### src/rtl/lsu_ctrl.sv
// Load/store unit sequencing one execute-stage access at a time onto the data bus.
// Optional DATA-phase abort counter is enabled by defining LSU_TIMEOUT_EN.
module lsu_ctrl #(
  parameter int TIMEOUT_CYCLES = 64
) (
  input  logic        clk,
  input  logic        rst,
  input  logic        ls_req,
  input  logic        ls_store,
  input  logic [2:0]  ls_funct3,
  input  logic [31:0] ls_addr,
  input  logic [31:0] ls_wdata,
  output logic        ls_busy,
  output logic        ls_done,
  output logic [31:0] ls_rdata,
  output logic        ls_err,
  output logic        ls_misalign,
  output logic        data_req,
  output logic        data_w_rb,
  output logic [1:0]  data_size,
  output logic [31:0] data_addr,
  output logic [31:0] data_wd,
  input  logic [31:0] data_rd,
  input  logic        data_done,
  input  logic        data_err
);

  typedef enum logic [1:0] {
    S_IDLE,
    S_ADDR,
    S_DATA,
    S_FAIL
  } state_t;

  state_t      r_state;
  logic        r_store;
  logic [2:0]  r_funct3;
  logic [1:0]  r_lane;
  logic [31:0] r_wdata;
  logic        r_failMis;
  logic        r_busy;
  logic        r_done;
  logic [31:0] r_rdata;
  logic        r_err;
  logic        r_misalign;
  logic        r_dataReq;
  logic        r_wRb;
  logic [1:0]  r_size;
  logic [31:0] r_dataAddr;
  logic [31:0] r_dataWd;

  logic        w_illegal;
  logic        w_misalign;
  logic [31:0] w_storeData;
  logic [7:0]  w_byte;
  logic [15:0] w_half;
  logic [31:0] w_loadResult;
  logic        w_timeout;

  // Request decode: stores only have B/H/W encodings.
  always_comb begin
    w_illegal = 1'b0;
    if (ls_store) begin
      w_illegal = ls_funct3[2] | (ls_funct3[1:0] == 2'b11);
    end else begin
      w_illegal = (ls_funct3 == 3'b011) | (ls_funct3 == 3'b110) | (ls_funct3 == 3'b111);
    end
    case (ls_funct3[1:0])
      2'b01:   w_misalign = ls_addr[0];
      2'b10:   w_misalign = |ls_addr[1:0];
      default: w_misalign = 1'b0;
    endcase
    case (ls_funct3[1:0])
      2'b00:   w_storeData = {4{ls_wdata[7:0]}};
      2'b01:   w_storeData = {2{ls_wdata[15:0]}};
      default: w_storeData = ls_wdata;
    endcase
  end

  always_comb begin
    case (r_lane)
      2'd0:    w_byte = data_rd[7:0];
      2'd1:    w_byte = data_rd[15:8];
      2'd2:    w_byte = data_rd[23:16];
      default: w_byte = data_rd[31:24];
    endcase
    w_half = r_lane[1] ? data_rd[31:16] : data_rd[15:0];
    case (r_funct3)
      3'b000:  w_loadResult = {{24{w_byte[7]}}, w_byte};
      3'b100:  w_loadResult = {24'd0, w_byte};
      3'b001:  w_loadResult = {{16{w_half[15]}}, w_half};
      3'b101:  w_loadResult = {16'd0, w_half};
      default: w_loadResult = data_rd;
    endcase
  end

`ifdef LSU_TIMEOUT_EN
  localparam int CNT_W = $clog2(TIMEOUT_CYCLES + 1);
  logic [CNT_W-1:0] r_cnt;

  always_ff @(posedge clk or posedge rst) begin
    if (rst) begin
      r_cnt <= '0;
    end else if (r_state == S_ADDR) begin
      r_cnt <= '0;
    end else if (r_state == S_DATA) begin
      r_cnt <= r_cnt + 1'b1;
    end
  end

  // A data_done arriving on the limit cycle still completes normally.
  assign w_timeout = (r_state == S_DATA) && !data_done &&
                     (r_cnt == CNT_W'(TIMEOUT_CYCLES - 1));
`else
  assign w_timeout = 1'b0;
`endif

  always_ff @(posedge clk or posedge rst) begin
    if (rst) begin
      r_state    <= S_IDLE;
      r_store    <= 1'b0;
      r_funct3   <= 3'd0;
      r_lane     <= 2'd0;
      r_wdata    <= 32'd0;
      r_failMis  <= 1'b0;
      r_busy     <= 1'b0;
      r_done     <= 1'b0;
      r_rdata    <= 32'd0;
      r_err      <= 1'b0;
      r_misalign <= 1'b0;
      r_dataReq  <= 1'b0;
      r_wRb      <= 1'b0;
      r_size     <= 2'd0;
      r_dataAddr <= 32'd0;
      r_dataWd   <= 32'd0;
    end else begin
      r_done     <= 1'b0;
      r_rdata    <= 32'd0;
      r_err      <= 1'b0;
      r_misalign <= 1'b0;
      r_dataReq  <= 1'b0;
      case (r_state)
        S_IDLE: begin
          if (ls_req) begin
            r_store  <= ls_store;
            r_funct3 <= ls_funct3;
            r_lane   <= ls_addr[1:0];
            r_wdata  <= w_storeData;
            r_busy   <= 1'b1;
            if (w_illegal || w_misalign) begin
              r_state   <= S_FAIL;
              r_failMis <= !w_illegal;
            end else begin
              r_state    <= S_ADDR;
              r_dataReq  <= 1'b1;
              r_wRb      <= ls_store;
              r_size     <= ls_funct3[1:0];
              r_dataAddr <= ls_addr;
            end
          end
        end
        S_ADDR: begin
          r_state  <= S_DATA;
          r_dataWd <= r_store ? r_wdata : 32'd0;
        end
        S_DATA: begin
          if (data_done || w_timeout) begin
            r_state    <= S_IDLE;
            r_busy     <= 1'b0;
            r_done     <= 1'b1;
            r_err      <= data_done ? data_err : 1'b1;
            r_rdata    <= (data_done && !data_err && !r_store) ? w_loadResult : 32'd0;
            r_wRb      <= 1'b0;
            r_size     <= 2'd0;
            r_dataAddr <= 32'd0;
            r_dataWd   <= 32'd0;
          end
        end
        S_FAIL: begin
          r_state    <= S_IDLE;
          r_busy     <= 1'b0;
          r_done     <= 1'b1;
          r_err      <= !r_failMis;
          r_misalign <= r_failMis;
        end
        default: begin
          r_state <= S_IDLE;
          r_busy  <= 1'b0;
        end
      endcase
    end
  end

  assign ls_busy     = r_busy;
  assign ls_done     = r_done;
  assign ls_rdata    = r_rdata;
  assign ls_err      = r_err;
  assign ls_misalign = r_misalign;
  assign data_req    = r_dataReq;
  assign data_w_rb   = r_wRb;
  assign data_size   = r_size;
  assign data_addr   = r_dataAddr;
  assign data_wd     = r_dataWd;

endmodule
### config.mk
export PLATFORM = sky130hd
export DESIGN_NAME = lsu_ctrl
export DESIGN_NICKNAME = d
export VERILOG_FILES = /design/src/rtl/lsu_ctrl.sv
export SDC_FILE = /design/constraint.sdc
export NUM_CORES = 1
export LEC_CHECK = 0
export CAP_MARGIN = 20
export CORE_UTILIZATION = 30
export CTS_CLUSTER_SIZE = 16
export DETAILED_ROUTE_END_ITERATION = 16
export MAX_ROUTING_LAYER = met4
export PLACE_DENSITY_LB_ADDON = 0.05
export SYNTH_ARGS = -nofsm -noshare
export SYNTH_HDL_FRONTEND = slang
export SYNTH_SLANG_ARGS = --single-unit
### constraint.sdc
create_clock -name clk -period 11.39 [get_ports clk]
set_input_delay 2.278 -clock clk [delete_from_list [all_inputs] [get_ports clk]]
set_output_delay 2.278 -clock clk [all_outputs]
set_load 0.01 [all_outputs]
* Yosys cells after proc, flatten, opt, wreduce, memory -nomap -nowiden
Index checks and enable logic that the tools add are counted. W data, S select, Z words.
Operators by class: equal/unequal tests 17, multiplexer cells 36, bitwise operators 3, reductions and logical operators 21
Operators by type and width (count):
- $mux W32 | 7
- $pmux W32 S2 | 3
- $pmux W32 S4 | 1
- $pmux W8 S3 | 1
- $mux W16 | 1
- $eq A3 B3 Y1 const B | 4
- $mux W1 | 11
- $eq A2 B2 Y1 const B | 5
- $mux W2 | 5
- $pmux W1 S2 | 4
- $pmux W2 S4 | 1
- $eq A2 B1 Y1 const B | 3
- $logic_not A2 Y1 | 3
- $ne A2 B2 Y1 const B | 3
- $reduce_and A2 Y1 | 3
- $reduce_and A3 Y1 | 2
- $logic_not A1 Y1 | 4
- $pmux W2 S2 | 1
- $reduce_and A4 Y1 | 1
- $reduce_bool A2 Y1 | 2
- $eq A3 B1 Y1 const B | 1
- $eq A3 B2 Y1 const B | 1
- $logic_not A3 Y1 | 1
- $or A1 B1 Y1 | 3
- other kinds (5) | 6
Word-level totals: register bits 145, bits of input ports 105, output and inout port bits 104, logic and storage cells 93

* Depth between registers and ports, before layout
Gate-level depths: netlist of run 1.
word-level depth 8, mapped depth 8, mapped depth without buffers 6

* Least setup slack after synthesis of run 1
No wires, ideal clock.
path type input-to-reg, start input port ls_funct3[1], end register r_wdata[16], library setup time 0.134 ns, arrival 3.676 ns, data required time 11.256 ns, path slack 7.580 ns, stages on the path 7, path buffers 2, cell sequence inv_1 > ha_1 > clkbuf_1 > nor2_1 > buf_2 > mux2i_1 > o21ai_0
On the way: word-level cells in the longest chain between the ends 2, elaborated cells between the ends (all ways) 3, those cells by class eq/ne (1); mux (1); reduce/logical (1)
RTL lines:
- start: declaration | line 10 | input logic [2:0] ls_funct3,
- $eq A2 B1 Y1 / $logic_not A2 Y1 (equally long branches) | line 73 | case (ls_funct3[1:0])
- $pmux W32 S2 * | line 73
- end signal: assignment | line 148 | r_wdata <= w_storeData;
- end: declaration | line 39 | logic [31:0] r_wdata;
Mark *: on every way between the ends. The rest lies on a longest branch, timed or not. A chain may end at the register's enable or synchronous reset.

* Final worst setup path of run 1
start input port ls_funct3[1], end register r_wdata[21]
Same word-level chain as after synthesis.

==> results.md, run 1 <==
- Global Route Usage Sum: 17.91%
- Vias post-DR: 4956
- CTS Hold Bufs: 0
- Remaining DRCs: 0
- Setup TNS: 0 ps
- Worst EP arrival: 4650 ps
- Leak: 0.004376 uW
- Post-synthesis sequential area ratio: about three fifths
- Number of synthesized flops with an enable pin: 0
- Hold Path Class: reg2reg
- Most frequent cells in the layout: clkdlybuf4s50_1 (208), dfrtp_1 (145), nand2_1 (90), inv_1 (56), mux2i_1 (46)
- H-Tree Depth: 4
- # resized after CTS: 0
- Nets: just under 900
- Achievable Freq: 228.9 MHz
- Number of port buffers: 208
- Die X: 145.6 um
- Vias/cell: between 4 and 5
- # setup viols final: 0
- CP Launch Type: input port
- Worst-margin pin slew: 993.3 ps
- Largest net degree at the start of global routing: 82
- Netlist Area Pre-Place: 0.006188 mm2
- Number of top-level pins: ~210
- First-pass GRT wire length: 28.41 mm
- Wire per inst: between 15 and 20 um
- Total global routing overflow: 0
- Fill count: 1944
- Die height: 145.6 um
- Final period util: 38.36%
- Clk pin slew, worst setup/hold paths: 60 ps
- Syn_area_per_cell: ~11 um2
- Placer Congestion: 0.8108
- HPWL Detailed: 12.57 mm
- Hold_ws: 478.2 ps
- Crit end category: register
- DR iter-0 viols: 286
- Area growth from synthesis to final layout: 47.96%
- Layout cells sized above 1: 8.494%
- Peak VDD IR: 0.00009644 V
- Net Count, Synth: slightly below 700
- Crit path kind: in2reg
- Hold Violations, Final: 0
- FP Rows: 52
- Initial antenna violation count: 0
- Status: finished clean
- CTS tree: built
- Unrepaired setup endpoints after global routing: false
- Max_slew headroom: between 30% and 40%
- Insertion delay to the later sink of the worst-skew pair: 410 ps
- Final ANT Viol Nets: 0
- Tmin final: 4370 ps
- Cell variety after synth: 40
- Drt first pass iters: 4
- Synth Register Bits: 145
- Predominant post-synthesis flop cell: dfrtp_1
- Crit Path Max Fanout: 18
- Ys Warns: 0
- Layout Utilization: between 40% and 50%
- Initial Utilization: 30.58%
- Max clock buf depth: 2
- Vias in the first global route: 5180
- CP required: 11670 ps
- CORE AREA: between 0.02 and 0.025 mm2
- Post-Route WL: 17.92 mm
- Fin Clk Skew: 6.674 ps
- Die Footprint: roughly 0.021 mm2
- N_diodes: 0
- Synth async-reset ratio: 100.0%
- Maxcap violations: 0
- Post-CTS Setup Bufs: 0
- CTS root buffer: clkbuf_16
- Slew Limit Fails: 0
- Pwr Density: about 240 mW/mm2
- Commonest non-fill, non-tap cell in the layout: clkdlybuf4s50_1
- Clock sink count: 145
- Post-Synthesis Cells: 566
- Num CTS Buffers: 17
-- cell families (layout without fill, tap and decap cells) --
family | after synthesis | in the layout | share of synthesized area [%]
flops | 145 | 145 | 58.63
simple gates | 145 | 145 | 10.17
buf+inv | 93 | 304 | 5.944
compound gates | 130 | 130 | 16.28
mux | 49 | 49 | 8.168
fa+ha+maj | 4 | 4 | 0.8088
-- Yosys cell counts (all sizes together), types with 2 or more instances --
cell | n | area [um2]
a221oi | 8 | 70.07
o21ai | 16 | 80.08
or3 | 2 | 17.52
a211oi | 10 | 75.07
ha | 4 | 50.05
a22o | 29 | 254.0
mux2i | 46 | 460.4
a22oi | 8 | 60.06
and2 | 9 | 56.30
dfrtp | 145 | 3628
a221o | 9 | 90.09
o221a | 7 | 78.83
a31oi | 15 | 93.84
clkbuf | 24 | 90.09
nor2 | 32 | 120.1
nand2b | 3 | 18.77
a21oi | 21 | 142.6
mux2 | 2 | 22.52
nand2 | 90 | 337.8
o221ai | 2 | 17.52
inv | 57 | 214.0
buf | 12 | 63.81
nor3 | 3 | 20.02
-- path summary, 6_finish.rpt --
path / cells past startpoint / slack [ps] / from / to
worst max register to register: 4 / 8910 / r_lane[1] / ls_rdata[19]
worst min register to register: 2 / 480 / ls_busy / ls_busy
worst max-delay path: 7 / 7020 / ls_funct3[1] / r_wdata[21]
worst min-delay path: 2 / 480 / ls_busy / ls_busy
max in group asynchronous: 4 / 8010 / rst / r_wdata[26]
min in group asynchronous: 2 / 2330 / rst / data_addr[18]
-- sequential cells by signal, indices dropped and copies added (netlist names), 2 cells and up --
name	count
data_addr	32
ls_rdata	32
r_funct3	3
r_wdata	32
r_state	2
data_wd	32
data_size	2
r_lane	2
-- worst max-delay path: stages --
cell and delay, ps:
clkdlybuf4s50_1 540, inv_1 100, ha_1 440, nor2_1 630
buf_4 310, mux2i_1 240, o21ai_0 90
-- final cells by class --
cell class	count	area, um2	share of cell area (%)
flip-flops and latches	145	3628	39.63
multi-input cells	328	2200	24.02
repair buffers	217	2190	23.91
clock buffers	19	442.9	4.837
well taps	270	337.8	3.690
inverters	57	219.0	2.391
clock inverters	11	138.9	1.517
-- power by group --
group	switching (uW)	total, uW	internal [uW]
sequential	126	831	705
clock	213	560	346
combinational	368	764	396
-- stage by stage --
step | std cells | worst slack, ps | area [um2] | power (uW)
6_report | 1047 | 7020 | 9156 | 2154
5_1_grt | 1047 | 6831 | 9156 | 2292
4_1_cts | 1046 | 7003 | 9129 | 2184
3_5_place_dp | 1016 | 6556 | 8547 | 1615
3_3_place_gp | 1015 | 6568 | 8519 | 1597
2_1_floorplan | 566 | 5217 | 6188 | 1207
-- layer usage --
layer  GRT usage (%)  vias to the layer above  wire length, um
li1                -                     2347                -
met1           22.27                     2428             7958
met2           28.65                      164             8703
met3           4.828                       17              948
met4           5.000                        0              306
met5               -                        -                0
(Power assumes the default switching activity.)
==> inputs of run 2 (changes only) <==
clock period = 3.61 ns   (was 11.39 ns; I/O delays follow)
==> results.md, run 2 (synthesized netlist as in run 1, its figures left out) <==
- H-Tree Depth: 4 (unchanged)
- Hold Violations, Final: 0 (unchanged)
- Unrepaired setup endpoints after global routing: false (unchanged)
- Vias post-DR: 4989 (was 4956)
- CP Launch Type: input port (unchanged)
- Remaining DRCs: 0 (unchanged)
- Leak: 0.004404 uW (was 0.004376 uW)
- Hold Path Class: reg2reg (unchanged)
- Insertion delay to the later sink of the worst-skew pair: 420 ps (was 410 ps)
- Most frequent cells in the layout: clkdlybuf4s50_1 (208), dfrtp_1 (145), nand2_1 (90), inv_1 (56), mux2i_1 (46) (unchanged)
- Drt first pass iters: 5 (was 4)
- Peak VDD IR: 0.0003379 V (was 0.00009644 V)
- Number of top-level pins: 209 (unchanged)
- Commonest non-fill, non-tap cell in the layout: clkdlybuf4s50_1 (unchanged)
- Post-Route WL: 18.03 mm (was 17.92 mm)
- Final ANT Viol Nets: 0 (unchanged)
- RR Endpoint: ls_rdata[13] (was ls_rdata[19])
- Vias/cell: 4.724 (was 4.734)
- Reg2Reg Setup Slack: 1460 ps (was 8910 ps)
- Hold_sp: r_wdata[4] (was ls_busy)
- CP required: 3940 ps (was 11670 ps)
- Pwr Density: 747.8 mW/mm2 (was 235.3 mW/mm2)
- FP Rows: 52 (unchanged)
- Placed Area: 0.008606 mm2 (was 0.008547 mm2)
- Final Cell Area: 0.009221 mm2 (was 0.009156 mm2)
- Number of port buffers: 208 (unchanged)
- Initial antenna violation count: 0 (unchanged)
- Worst EP arrival: 2740 ps (was 4650 ps)
- Area growth from synthesis to final layout: 49.01% (was 47.96%)
- Slew Limit Fails: 0 (unchanged)
- Fin Clk Skew: 9.638 ps (was 6.674 ps)
- CTS tree: built (unchanged)
- Tmin final: between 2000 and 2500 ps
- Num CTS Buffers: 17 (unchanged)
- First-pass GRT wire length: 28.98 mm (was 28.41 mm)
- Max clock buf depth: 2 (unchanged)
- M3 GR Usage: 3.887% (was 4.828%)
- Die X: 145.6 um (unchanged)
- Critical path startpoint: ls_funct3[1] (unchanged)
- DR iter-0 viols: 211 (was 286)
- Clock sink count: 145 (unchanged)
- Worst hold endpoint: r_wdata[4] (was ls_busy)
- Nets: 883 (was 875)
- R2R cell count: 4 (unchanged)
- # resized after CTS: 0 (unchanged)
- Crit end category: register (unchanged)
- Final period util: 66.69%
- Post-CTS Setup Bufs: 0 (unchanged)
- Hold path cells: 2 (unchanged)
- Die Footprint: 0.02121 mm2 (unchanged)
- Initial Utilization: 30.58% (unchanged)
- CTS root buffer: clkbuf_16 (unchanged)
- Status: finished clean (unchanged)
- Max_slew headroom: 53.89% (was 33.27%)
- Vias in the first global route: 5195 (was 5180)
- Maxcap violations: 0 (unchanged)
- CTS Hold Bufs: 0 (unchanged)
- Placer Congestion: 0.8047 (was 0.8108)
- Largest net degree at the start of global routing: 70 (was 82)
- Clk pin slew, worst setup/hold paths: 60 ps (about the same)
- Worst-margin pin slew: 685.9 ps (was 993.3 ps)
- CORE AREA: 0.02023 mm2 (unchanged)
- Met1 Use GR: 22.69% (was 22.27%)
- Crit path kind: in2reg (unchanged)
- HPWL Detailed: 13.01 mm (was 12.57 mm)
- Die height: 145.6 um (unchanged)
- Achievable Freq: 415.4 MHz
- Layout cells sized above 1: 9.542% (was 8.494%)
- N_diodes: 0 (unchanged)
- Worst R2R Start: r_lane[1] (unchanged)
- Crit Path Max Fanout: 36 (was 18)
- GRT busiest layer: met2 (unchanged)
- # setup viols final: 0 (unchanged)
- Total global routing overflow: 0 (unchanged)
- Setup TNS: 0 ps (unchanged)
- Wire per inst: 17.07 um (was 17.11 um)
- Global Route Usage Sum: 18.23% (was 17.91%)
- Met2 usage in global routing: 29.40% (was 28.65%)
-- run 2: metrics by stage --
| stage | cells | worst slack [ps] | util, % | hold WS [ps] | total power, uW |
|---|---|---|---|---|---|
| 2_1_floorplan | 566 | 1069 | - | 446.6 | 3809 |
| 3_3_place_gp | 1025 | 859.0 | 42.53 | 463.4 | 5078 |
| 3_5_place_dp | 1025 | 747.5 | 42.53 | 463.7 | 5107 |
| 4_1_cts | 1056 | 1188 | 45.57 | 478.9 | 6999 |
| 5_1_grt | 1056 | 1072 | 45.57 | 501.3 | 7327 |
| 6_report | 1056 | 1203 | 45.57 | 482.1 | 6895 |
-- run 2: worst max path at each step --
stage	endpoint	slack, ps	cells past startpoint
3_5_place_dp	data_addr[16]	750	7
4_1_cts	data_addr[21]	1190	7
2_1_floorplan	data_addr[0]	1070	1
6_report	data_addr[16]	1200	7
5_1_grt	data_addr[3]	1070	8
3_3_place_gp	data_addr[11]	860	7
-- run 2: final cells by class --
cell class	instances	area [um2]
fill	1883	11010
sequential	145	3628
timing repair buffer	225	2222
multi-input combinational	328	2200
clock buffer	18	429.2
tap	270	337.8
inverter	57	217.7
clock inverter	13	186.4
-- run 2: worst max-delay path: stages --
cell             delay (ps)
clkdlybuf4s50_1         550
inv_1                   100
ha_1                    270
a21bo_2                 230
nand3_2                  70
buf_4                   510
mux2i_1                 270
-- run 2: layer usage --
| metal | part of all wire, % | routed length (um) | up-vias |
|---|---|---|---|
| li1 | - | - | 2368 |
| met1 | 45 | 8066 | 2463 |
| met2 | 50 | 8976 | 139 |
| met3 | 4.1 | 743 | 19 |
| met4 | 1.3 | 240 | 0 |
| met5 | 0 | 0 | - |
-- run 2: power by group --
part / internal, uW / switching, uW
combinational: 1260 / 1150
sequential: 2220 / 418
clock: 1150 / 689
==> inputs of run 3 (changes only) <==
clock period = 2.2 ns   (was 3.61 ns; I/O delays follow)
==> results.md, run 3 (synthesized netlist as in run 1, its figures left out) <==
- Fill count: 1904 (was 1883)
- Post-Route WL: 18.07 mm (was 18.03 mm)
- HPWL Detailed: 13.30 mm (was 13.01 mm)
- H-Tree Depth: 4 (unchanged)
- Max_slew headroom: 51.77% (was 53.89%)
- Critical path startpoint: ls_funct3[0] (was ls_funct3[1])
- Die Footprint: 0.02121 mm2 (unchanged)
- Pwr Density: 1194 mW/mm2 (was 747.8 mW/mm2)
- Hold Path Class: in2async (was reg2reg)
- Crit path kind: in2reg (unchanged)
- CP Launch Type: input port (unchanged)
- Crit-path max cell delay: 510 ps (was 550 ps)
- Initial antenna violation count: 0 (unchanged)
- Peak VDD IR: 0.0005651 V (was 0.0003379 V)
- Unrepaired setup endpoints after global routing: false (unchanged)
- Max clock buf depth: 2 (unchanged)
- Wire per inst: 16.81 um (was 17.07 um)
- # resized after CTS: 0 (unchanged)
- Remaining DRCs: 0 (unchanged)
- Worst EP arrival: 2170 ps (was 2740 ps)
- Vias post-DR: 5098 (was 4989)
- Vias in the first global route: 5315 (was 5195)
- Crit end category: register (unchanged)
- Nets: 903 (was 883)
- Post-CTS Setup Bufs: 0 (unchanged)
- Tmin final: 1885 ps
- Hold Violations, Final: 0 (unchanged)
- Worst path cell trace: clkdlybuf4s50_1, inv_1, ha_1, o21a_1, nor2_1, nand3_2, buf_4, mux2i_1 (was clkdlybuf4s50_1, inv_1, ha_1, a21bo_2, nand3_2, buf_4, mux2i_1)
- Placer Congestion: 0.8157 (was 0.8047)
- Slew Limit Fails: 0 (unchanged)
- Placed Area: 0.008806 mm2 (was 0.008606 mm2)
- Clk pin slew, worst setup/hold paths: 60 ps (about the same)
- N_diodes: 0 (unchanged)
- Largest net degree at the start of global routing: 58 (was 70)
- Die X: 145.6 um (unchanged)
- Achievable Freq: 530.4 MHz
- CP required: 2490 ps (was 3940 ps)
- Maxcap violations: 0 (unchanged)
- Total global routing overflow: 0 (unchanged)
- Global Route Usage Sum: 18.22% (was 18.23%)
- Final ANT Viol Nets: 0 (unchanged)
- Num CTS Buffers: 17 (unchanged)
- Drt first pass iters: 4 (was 5)
- Commonest non-fill, non-tap cell in the layout: clkdlybuf4s50_1 (unchanged)
- Overall power: 11190 uW (was 6895 uW)
- FP Rows: 52 (unchanged)
- Area growth from synthesis to final layout: 51.50% (was 49.01%)
- First-pass GRT wire length: 29.02 mm (was 28.98 mm)
- Clock sink count: 145 (unchanged)
- CTS root buffer: clkbuf_16 (unchanged)
- Vias/cell: 4.742 (was 4.724)
- Slowest library cell on the worst path: clkdlybuf4s50_1 (unchanged)
- Final period util: 85.70%
- # setup viols final: 0 (unchanged)
- Number of port buffers: 208 (unchanged)
- DR iter-0 viols: 256 (was 211)
- Fin Clk Skew: 10.16 ps (was 9.638 ps)
- Die height: 145.6 um (unchanged)
- Final Cell Area: 0.009375 mm2 (was 0.009221 mm2)
- Number of top-level pins: 209 (unchanged)
- Crit Path Max Fanout: 15 (was 36)
- Insertion delay to the later sink of the worst-skew pair: 410 ps (was 420 ps)
- Most frequent cells in the layout: clkdlybuf4s50_1 (208), dfrtp_1 (145), nand2_1 (90), inv_1 (56), mux2i_1 (46) (unchanged)
- Worst-margin pin slew: 717.5 ps (was 685.9 ps)
- CTS Hold Bufs: 0 (unchanged)
- Initial Utilization: 30.58% (unchanged)
- Worst R2R Start: r_lane[1] (unchanged)
- Status: finished clean (unchanged)
- CTS tree: built (unchanged)
- CORE AREA: 0.02023 mm2 (unchanged)
- Leak: 0.004512 uW (was 0.004404 uW)
- Layout cells sized above 1: 11.68% (was 9.542%)
## run 3: cell types whose count changed in the layout (fill, tap and decap cells not counted), sizes merged
cell / change
buf: +20
clkinv: +2
bufinv: -2
clkinvlp: -2
inv: -1
clkbuf: +2
## run 3: worst paths after layout
kind	to	slack [ps]	cells past startpoint
min in group clk	r_wdata[6]	480	2
max in group asynchronous	r_wdata[6]	1370	3
worst max register to register	ls_rdata[13]	340	4
worst min register to register	r_wdata[6]	480	2
worst min-delay path	data_wd[20]	300	2
worst max-delay path	data_addr[28]	310	8
## run 3: final cells by class
type / instances / area (um2) / area share [%]
flip-flops and latches: 145 / 3628 / 38.70
repair buffers: 245 / 2422 / 25.84
multi-input cells: 328 / 2200 / 23.46
clock buffers: 20 / 456.7 / 4.871
well taps: 270 / 337.8 / 3.603
inverters: 57 / 217.7 / 2.322
clock inverters: 10 / 112.6 / 1.201
## run 3: routing by layer
metal	GRT usage, %	wire length, um	vias to the layer above
met3	3.699	1001	39
met5	-	0	-
met1	22.34	7730	2474
met4	8.842	639	0
met2	28.75	8701	183
li1	-	-	2402
## run 3: critical path: cells and delay by family
kind	cells	cell delay [ps]
adders and majority gates	1	240
and+or+nand+nor	2	290
AOI/OAI and AO/OA	1	190
buffers and inverters	3	840
muxes	1	150
## run 3: report_power, final
group,internal [uW],switching (uW)
combinational,2150,1970
sequential,3650,614
clock,1710,1090
## run 3: stage by stage
step	worst slack, ps	setup TNS, ps	cells	hold WS (ps)	utilization (%)
after floorplan	-59.03	-8560	566	446.6	-
after global placement	-60.17	-975.4	1045	463.4	43.52
after detailed placement	-127.9	-3417	1045	464.4	43.52
after CTS	316.9	0	1075	290.7	46.33
after global routing	163.9	0	1075	303.0	46.33
final	314.6	0	1075	299.5	46.33
